$ cat config.mk
export PLATFORM = sky130hd
export DESIGN_NAME = uart_tx_arbiter_flat
export DESIGN_NICKNAME = d
export VERILOG_FILES = /design/src/rtl/uart_tx_arbiter_if.sv /design/src/rtl/uart_tx_arbiter.sv /design/src/flat_wrapper.sv
export SDC_FILE = /design/constraint.sdc
export NUM_CORES = 1
export LEC_CHECK = 0
export BUFFER_PORTS_ARGS = -buffer_cell sky130_fd_sc_hd__buf_2
export CAP_MARGIN = 30
export CORE_AREA = 2 2 52 78
export CTS_BUF_LIST = sky130_fd_sc_hd__clkbuf_4 sky130_fd_sc_hd__clkbuf_8
export CTS_CLUSTER_DIAMETER = 60
export CTS_CLUSTER_SIZE = 25
export DETAILED_ROUTE_END_ITERATION = 6
export DIE_AREA = 0 0 54 80
export GPL_TIMING_DRIVEN = 0
export PLACE_DENSITY = 0.79
export SYNTH_ARGS = -nofsm -noshare
export SYNTH_HDL_FRONTEND = slang
export SYNTH_SLANG_ARGS = --single-unit
$ cat constraint.sdc
create_clock -name clk_50_mhz -period 6.7 [get_ports clk_50_mhz]
set_input_delay 0.67 -clock clk_50_mhz [delete_from_list [all_inputs] [get_ports clk_50_mhz]]
set_output_delay 0.67 -clock clk_50_mhz [all_outputs]
set_load 0.02 [all_outputs]
$ cat src/rtl/uart_tx_arbiter_if.sv
// Requester-side byte stream bundle for uart_tx_arbiter.
// The requesters drive valid/data/last as the master; the arbiter returns
// per-requester ready as the slave.
interface uart_tx_arbiter_if #(
  parameter int N_REQ = 4
) ();
  logic [N_REQ-1:0]   req_valid;
  logic [8*N_REQ-1:0] req_data;
  logic [N_REQ-1:0]   req_last;
  logic [N_REQ-1:0]   req_ready;

  modport master (output req_valid, output req_data, output req_last, input req_ready);
  modport slave  (input req_valid, input req_data, input req_last, output req_ready);
endinterface

$ cat src/rtl/uart_tx_arbiter.sv
// uart_tx_arbiter: shares one UART transmitter among N_REQ byte streams.
// Round-robin grant per packet, fixed settle gap after every write strobe,
// and grant revocation when the owner holds valid low for STALL_MAX cycles.
module uart_tx_arbiter #(
  parameter int N_REQ     = 4,
  parameter int GAP       = 15,
  parameter int STALL_MAX = 1023
) (
  input  logic               clk_50_mhz,
  input  logic               rst,
  uart_tx_arbiter_if.slave   req,
  output logic [7:0]         uart_din,
  output logic               uart_wr_en,
  input  logic               uart_tx_busy,
  output logic [N_REQ-1:0]   grant,
  output logic               active,
  output logic               stall_err
);

  localparam int IDX_W = (N_REQ > 1) ? $clog2(N_REQ) : 1;
  localparam int GAP_W = (GAP > 0) ? $clog2(GAP + 1) : 1;
  localparam int STL_W = (STALL_MAX > 0) ? $clog2(STALL_MAX + 1) : 1;

  localparam logic [0:0] ST_IDLE = 1'b0;
  localparam logic [0:0] ST_SEND = 1'b1;

  localparam logic [IDX_W-1:0] LAST_IDX  = IDX_W'(N_REQ - 1);
  localparam logic [GAP_W-1:0] GAP_LOAD  = GAP_W'(GAP);
  localparam logic [STL_W-1:0] STALL_TOP = STL_W'(STALL_MAX - 1);

  logic [0:0]       state_q, state_d;
  logic [IDX_W-1:0] g_q, g_d;
  logic [IDX_W-1:0] last_q, last_d;
  logic [N_REQ-1:0] grant_q, grant_d;
  logic             active_q, active_d;
  logic [7:0]       din_q, din_d;
  logic             wr_en_q, wr_en_d;
  logic             stall_err_q, stall_err_d;
  logic [GAP_W-1:0] gap_q, gap_d;
  logic [STL_W-1:0] stall_q, stall_d;

  logic [IDX_W-1:0] ptr;
  logic [N_REQ-1:0] rot;
  logic [IDX_W:0]   sum;
  logic [IDX_W-1:0] arb_idx;
  logic             sel_valid, sel_last;
  logic [7:0]       sel_data;
  logic             can_send, accept;
  logic [N_REQ-1:0] ready_vec;

  // Search starts one past the last owner so every requester gets a turn.
  assign ptr = (last_q == LAST_IDX) ? '0 : last_q + IDX_W'(1);

  // Rotate valid by ptr, take the lowest set bit, then map back to an index.
  always_comb begin
    rot     = N_REQ'({req.req_valid, req.req_valid} >> ptr);
    sum     = '0;
    arb_idx = '0;
    for (int k = N_REQ - 1; k >= 0; k--) begin
      if (rot[k]) sum = {1'b0, ptr} + (IDX_W + 1)'(k);
    end
    if (sum >= (IDX_W + 1)'(N_REQ)) sum = sum - (IDX_W + 1)'(N_REQ);
    arb_idx = sum[IDX_W-1:0];
  end

  // Pick out the current owner's stream and build the ready vector.
  always_comb begin
    sel_valid = 1'b0;
    sel_last  = 1'b0;
    sel_data  = 8'h00;
    ready_vec = '0;
    can_send  = (state_q == ST_SEND) && (gap_q == '0) && !uart_tx_busy;
    for (int i = 0; i < N_REQ; i++) begin
      if (g_q == IDX_W'(i)) begin
        sel_valid    = req.req_valid[i];
        sel_last     = req.req_last[i];
        sel_data     = req.req_data[8*i +: 8];
        ready_vec[i] = can_send;
      end
    end
    accept = can_send && sel_valid;
  end

  assign req.req_ready = ready_vec;

  // Next-state logic for arbitration, byte transfer, gap pacing and stall watch.
  always_comb begin
    // NOTE: every signal written here gets a default first, so no latch is inferred.
    state_d     = state_q;
    g_d         = g_q;
    last_d      = last_q;
    grant_d     = grant_q;
    active_d    = active_q;
    din_d       = din_q;
    wr_en_d     = 1'b0;
    stall_err_d = 1'b0;
    stall_d     = stall_q;
    gap_d       = (gap_q != '0) ? gap_q - GAP_W'(1) : gap_q;

    case (state_q)
      ST_IDLE: begin
        stall_d = '0;
        if (|req.req_valid) begin
          g_d      = arb_idx;
          active_d = 1'b1;
          state_d  = ST_SEND;
          for (int i = 0; i < N_REQ; i++) grant_d[i] = (arb_idx == IDX_W'(i));
        end
      end
      default: begin
        if (accept) begin
          din_d   = sel_data;
          wr_en_d = 1'b1;
          gap_d   = GAP_LOAD;
          stall_d = '0;
          if (sel_last) begin
            state_d  = ST_IDLE;
            last_d   = g_q;
            grant_d  = '0;
            active_d = 1'b0;
          end
        end else if (!sel_valid) begin
          // Only a missing byte counts as a stall; gap or busy backpressure does not.
          if (stall_q == STALL_TOP) begin
            stall_err_d = 1'b1;
            state_d     = ST_IDLE;
            last_d      = g_q;
            grant_d     = '0;
            active_d    = 1'b0;
            stall_d     = '0;
          end else begin
            stall_d = stall_q + STL_W'(1);
          end
        end
      end
    endcase
  end

  // State register with synchronous reset; reset also drops a pending strobe.
  always_ff @(posedge clk_50_mhz) begin
    // NOTE: registers are updated with non-blocking assignments so every flop samples pre-edge values.
    if (rst) begin
      state_q     <= ST_IDLE;
      g_q         <= '0;
      last_q      <= LAST_IDX;
      grant_q     <= '0;
      active_q    <= 1'b0;
      din_q       <= 8'h00;
      wr_en_q     <= 1'b0;
      stall_err_q <= 1'b0;
      gap_q       <= '0;
      stall_q     <= '0;
    end else begin
      state_q     <= state_d;
      g_q         <= g_d;
      last_q      <= last_d;
      grant_q     <= grant_d;
      active_q    <= active_d;
      din_q       <= din_d;
      wr_en_q     <= wr_en_d;
      stall_err_q <= stall_err_d;
      gap_q       <= gap_d;
      stall_q     <= stall_d;
    end
  end

  assign uart_din   = din_q;
  assign uart_wr_en = wr_en_q;
  assign grant      = grant_q;
  assign active     = active_q;
  assign stall_err  = stall_err_q;

endmodule

$ cat src/flat_wrapper.sv
// flat-port wrapper written by rule: the top's interface ports become plain ports
module uart_tx_arbiter_flat 
#(
  parameter int N_REQ     = 4,
  parameter int GAP       = 15,
  parameter int STALL_MAX = 1023
)
  (clk_50_mhz, rst, uart_din, uart_wr_en, uart_tx_busy, grant, active, stall_err, req_req_valid, req_req_data, req_req_last, req_req_ready);
  uart_tx_arbiter_if #(.N_REQ(N_REQ)) req_i ();
  input  logic clk_50_mhz;
  input  logic rst;
  output logic [7:0] uart_din;
  output logic uart_wr_en;
  input  logic uart_tx_busy;
  output logic [N_REQ-1:0] grant;
  output logic active;
  output logic stall_err;
  input wire logic [$bits(req_i.req_valid)-1:0] req_req_valid;
  input wire logic [$bits(req_i.req_data)-1:0] req_req_data;
  input wire logic [$bits(req_i.req_last)-1:0] req_req_last;
  output wire logic [$bits(req_i.req_ready)-1:0] req_req_ready;
  assign req_i.req_valid = req_req_valid;
  assign req_i.req_data = req_req_data;
  assign req_i.req_last = req_req_last;
  assign req_req_ready = req_i.req_ready;
  uart_tx_arbiter #(.N_REQ(N_REQ), .GAP(GAP), .STALL_MAX(STALL_MAX)) u_core (.clk_50_mhz(clk_50_mhz), .rst(rst), .req(req_i), .uart_din(uart_din), .uart_wr_en(uart_wr_en), .uart_tx_busy(uart_tx_busy), .grant(grant), .active(active), .stall_err(stall_err));
endmodule
---- Yosys cells after proc, flatten, opt, wreduce, memory -nomap -nowiden ----
Cells that the tools add are included.
Widths: inputs -> output; s select.
cells by class
  add/sub/neg operators ................... 7
  $mul .................................... 0
  divide/modulo/power cells ............... 0
  order comparisons ....................... 1
  eq/ne operators ......................... 13
  shift-type cells ........................ 1
  multiplexer cells ....................... 50
  bitwise gates (word level) .............. 1
  reductions and logical operators ........ 18
operator list
  cell                   count
  $mux 4                 9
  $mux 8                 4
  $mux 1                 26
  $mux 2                 6
  $mux 3                 4
  $add 10x1->10 const B  1
  $eq 10x10->1 const B   1
  $eq 2x2->1 const B     5
  $mux 10                1
  $ne 3x3->1 const B     3
  $reduce_and 4->1       2
  $reduce_or 4->1        2
  $shr 8x2->4            1
  $add 2x2->3 const B    2
  $eq 2x1->1 const B     2
  $logic_not 2->1        2
  $logic_not 4->1        1
  $reduce_and 2->1       2
  $reduce_bool 2->1      2
  $reduce_bool 4->1      1
  $sub 4x1->4 const B    1
  $add 2x1->3 const B    1
  $ge 3x3->1 const B     1
  $logic_and 1x1->1      3
  8 further kinds        8
storage, ports and cells
  register bits ........................... 34
  bits in latches ......................... 0
  bits in writable memories ............... 0
  ROM bits ................................ 0
  bits of input ports ..................... 43
  word-level logic and storage cells ...... 101
  memories kept ........................... 0

---- Logic depth before layout (Yosys ltp) ----
  depth in word-level cells ............... 12
  depth in mapped cells ................... 7
  gate-level depth less buffers ........... 6

---- Worst setup path after synthesis ----
OpenSTA, ideal clock, no wires.
  path kind ............................... register -> output
  start ................................... register u_core.gap_q[0]
  end ..................................... output port req_req_ready[1]
  arrival ................................. 1822 ps
  data required time ...................... 6030 ps
  setup slack ............................. 4208 ps
  cell stages (with the launch flop) ...... 6
  cells stage by stage .................... dfxtp_1 -> inv_1 -> ha_1 -> nor3b_1 -> nand2_1 -> nor3b_1
on the way
  word-level cells in the longest chain between the ends .. 4
RTL lines
  element                         line                    text
  from (decl)                     uart_tx_arbiter.sv:39   logic [GAP_W-1:0] gap_q, gap_d;
  from (signal assigned)          uart_tx_arbiter.sv:162  gap_q <= gap_d;
  $logic_not 4->1                 uart_tx_arbiter.sv:72   can_send = (state_q == ST_SEND) && (gap_q == '0) && !uart_tx_busy;
  $logic_and 1x1->1 (2 in a row)  uart_tx_arbiter.sv:72
  $mux 1                          uart_tx_arbiter.sv:74   if (g_q == IDX_W'(i)) begin
  to (decl)                       flat_wrapper.sv:21      output wire logic [$bits(req_i.req_ready)-1:0] req_req_ready;
No other way between the ends.

---- Worst setup path in the final report ----
  start ................................... register u_core.gap_q[0]
  end ..................................... output port req_req_ready[2]
Same word-level chain as after synthesis.

==> qor.txt <==
GP Congestion: 0.835
Share of layout cells above drive strength 1: 30.6%
Avg Cell Area, Syn: 9.01 sq um
RSZ-0062 raised after global routing: no
Clock transition at path regs: 0.07 ns
Area grow syn2layout: 25.0%
Slew headroom: 42.3%
Core area: 3650 sq um
Initial antenna violation count: 0
Crit path launch: u_core.gap_q[0]$_SDFF_PP0_
Number of diodes: 0
PwrDens: 250 nW/um^2
Gr usage total: 22.6%
Clk_skew: 0.00712 ns
Post-Syn Area: 1820 sq um
Postcts setup bufs: 0
Dpl cells: 306
Routed Antenna Nets: 0
Commonest non-fill, non-tap cell in the layout: buf_2
Final Hold Viols: 0
Post-synth net total: 250
Hold path startpoint: u_core.uart_din[4]$_SDFFE_PP0P_
GR Layer Usage met1: 26.9%
Post-detailed-routing wire length: 4.47 mm
Vias in the first global route: 1584
Top_reg_cell synth: dfxtp_1
Yosys warns: 0
Grt met3 use: 5.99%
DR vias/cell: 5.64
Worst-skew pair later-pin latency: 0.29 ns
Die area: 4320 sq um
Vias post-DR: 1772
Seq/Total Area, Yosys: 37.4%
Max cap viols: 0
DPL Wire Length: 3.36 mm
Row Count: 27
Period utilization: 43.3%
Clock Sink Count: 34
Die Width: 54 microns
Largest family of logic cells by synthesized area: simple AND/OR/NAND/NOR gates
Critical Path RT: 6.03 ns
Worst r2r path cells: 6
Post-Synth XOR/XNOR Area: 3.85%
Critical R2R Launch: u_core.gap_q[0]$_SDFF_PP0_
Placed cell areas: 2180 sq um
Worst reg2reg endpoint: u_core.last_q[1]$_SDFFE_PP1P_
CP max FO: 8
Cell count of the worst hold path: 2
Cts bufs inserted: 5
Hold endpoint: u_core.uart_din[4]$_SDFFE_PP0P_
Per-cell routed wire length: 14.2 microns
Mux contribution to synthesized area: 13.5%
Post-CTS Resized: 0
Final Cell Area: 2270 sq um
EDFF count, synth: 0
Synth Area in Simple Gates: 24.8%
Tmin final: 2.90 ns
Grt met2 use: 35.9%
Starting DRT DRC Count: 51
Post-Synth Adder-Cell Area: 3.44%
H-tree levels: 2
Setup total negative slack: 0 ns
Type of origin of the critical path: flop
DR DRC count: 0
Non-Filler Instances: 314
Final setup fails: 0
Register-to-register setup slack: 4.22 ns
Compound-Gate Fraction of Synth Area: 13.3%
Crit Path Category: reg -> out
Initial Utilization: 49.9%
Most used routing layer: met2
Max-slew violation count: 0
Die H: 80 microns
Async SR Flop Fraction: 0%
Commonest non-fill, non-tap cells in the layout: buf_2 (61), dfxtp_1 (34), nand2_1 (30)
Max clock buf depth: 2
Share of the core filled with cells: 62.3%
CTS tree: built
Post-synth top area share: 37.4%
Max VDD drop: 0.167 mV
Leakage: 0.932 nW
Synth area leader: dfxtp_1
Yosys cell types: 40
Syn Inst Count: 202
First-pass DRT Iterations: 4
Port Buf Inserts: 61
Synth area leaders: dfxtp_1 (37%), mux4_2 (12%), nand2_1 (6.2%), a21oi_1 (5.2%), nor2_1 (4.3%)
Nets: 318
Worst slew pin tran: 0.863 ns
Max frequency: 0.345 GHz
Min-Delay Path Class: reg -> reg
First-pass GRT wire length: 7.05 mm
Status: finished, final reports clean
CTS Hold Bufs: 0
Largest net degree at the start of global routing: 11
Root buf cell: clkbuf_8
Top Ports: 62
Register bit total from synthesis: 34
Crit. End Element: output port
WP data arrival: 2.23 ns
Gr ovfl total: 0
routing by layer:
layer  up-vias  wire (microns)
li1        877               -
met1       836            1840
met2        48            2300
met3        11             198
met4         0             123
met5         -               0
critical path: stages (launching register included):
cell and delay, ns:
dfxtp_1 0.31, inv_1 0.10, ha_1 0.18, nor3b_1 0.71, nand2_1 0.21, nor3b_1 0.23
buf_2 0.20
cells in the mapped netlist, types with 3 or more instances:
cell	number
nand2_1	30
mux4_2	10
nor3b_1	3
and3_1	4
a32o_1	3
dfxtp_1	34
ha_1	5
a21oi_1	19
nor2_1	21
nor4_1	3
nor3_1	6
or3_1	3
clkbuf_1	8
inv_1	7
nand3_1	7
xnor2_1	7
cell type report:
class	count	area (sq um)
Inverter	7	26.3
Tap cell	43	53.8
Timing Repair Buffer	61	305
Sequential cell	34	681
Clock buffer	7	90.1
Clock inverter	1	5.00
Buffer	9	41.3
Multi-Input combinational cell	152	1070
Fill cell	327	1380
logic make-up after synthesis:
kind of cell    after synthesis
simple gates                 91
compound gates               36
flops                        34
buf+inv                      16
mux                          12
xor+xnor                      8
fa+ha+maj                     5
worst max-delay path by stage:
stage                                          to  slack, ns  cells past startpoint
global placement    u_core.last_q[1]$_SDFFE_PP1P_       4.15                      5
detailed placement               req_req_ready[2]       4.13                      6
CTS                              req_req_ready[2]       3.81                      6
finish                           req_req_ready[2]       3.80                      6
global route                     req_req_ready[2]       3.57                      6
floorplan                        req_req_ready[1]       4.21                      5
power by group:
part	internal [mW]	switching [mW]	total, mW	leakage [nW]
logic	0.0736	0.0965	0.170	0.604
registers	0.223	0.0136	0.237	0.277
clock network	0.0869	0.0741	0.161	0.0517
total	0.384	0.184	0.568	0.932
sequential cells by signal, indices dropped and copies added, names as in the netlist:
signal	flops
u_core.stall_q	10
u_core.uart_din	8
u_core.gap_q	4
u_core.grant	4
u_core.g_q	2
u_core.last_q	2
u_core.active	1
u_core.stall_err	1
u_core.state_q	1
u_core.uart_wr_en	1
metrics by stage:
step	total power [mW]	hold slack, ns	worst slack [ns]
2_1_floorplan	0.364	0.455	4.21
3_3_place_gp	0.404	0.438	4.15
3_5_place_dp	0.409	0.443	4.13
4_1_cts	0.571	0.453	3.81
5_1_grt	0.604	0.473	3.57
6_report	0.568	0.452	3.80
No activity file was read; power rests on OpenSTA's default activity.
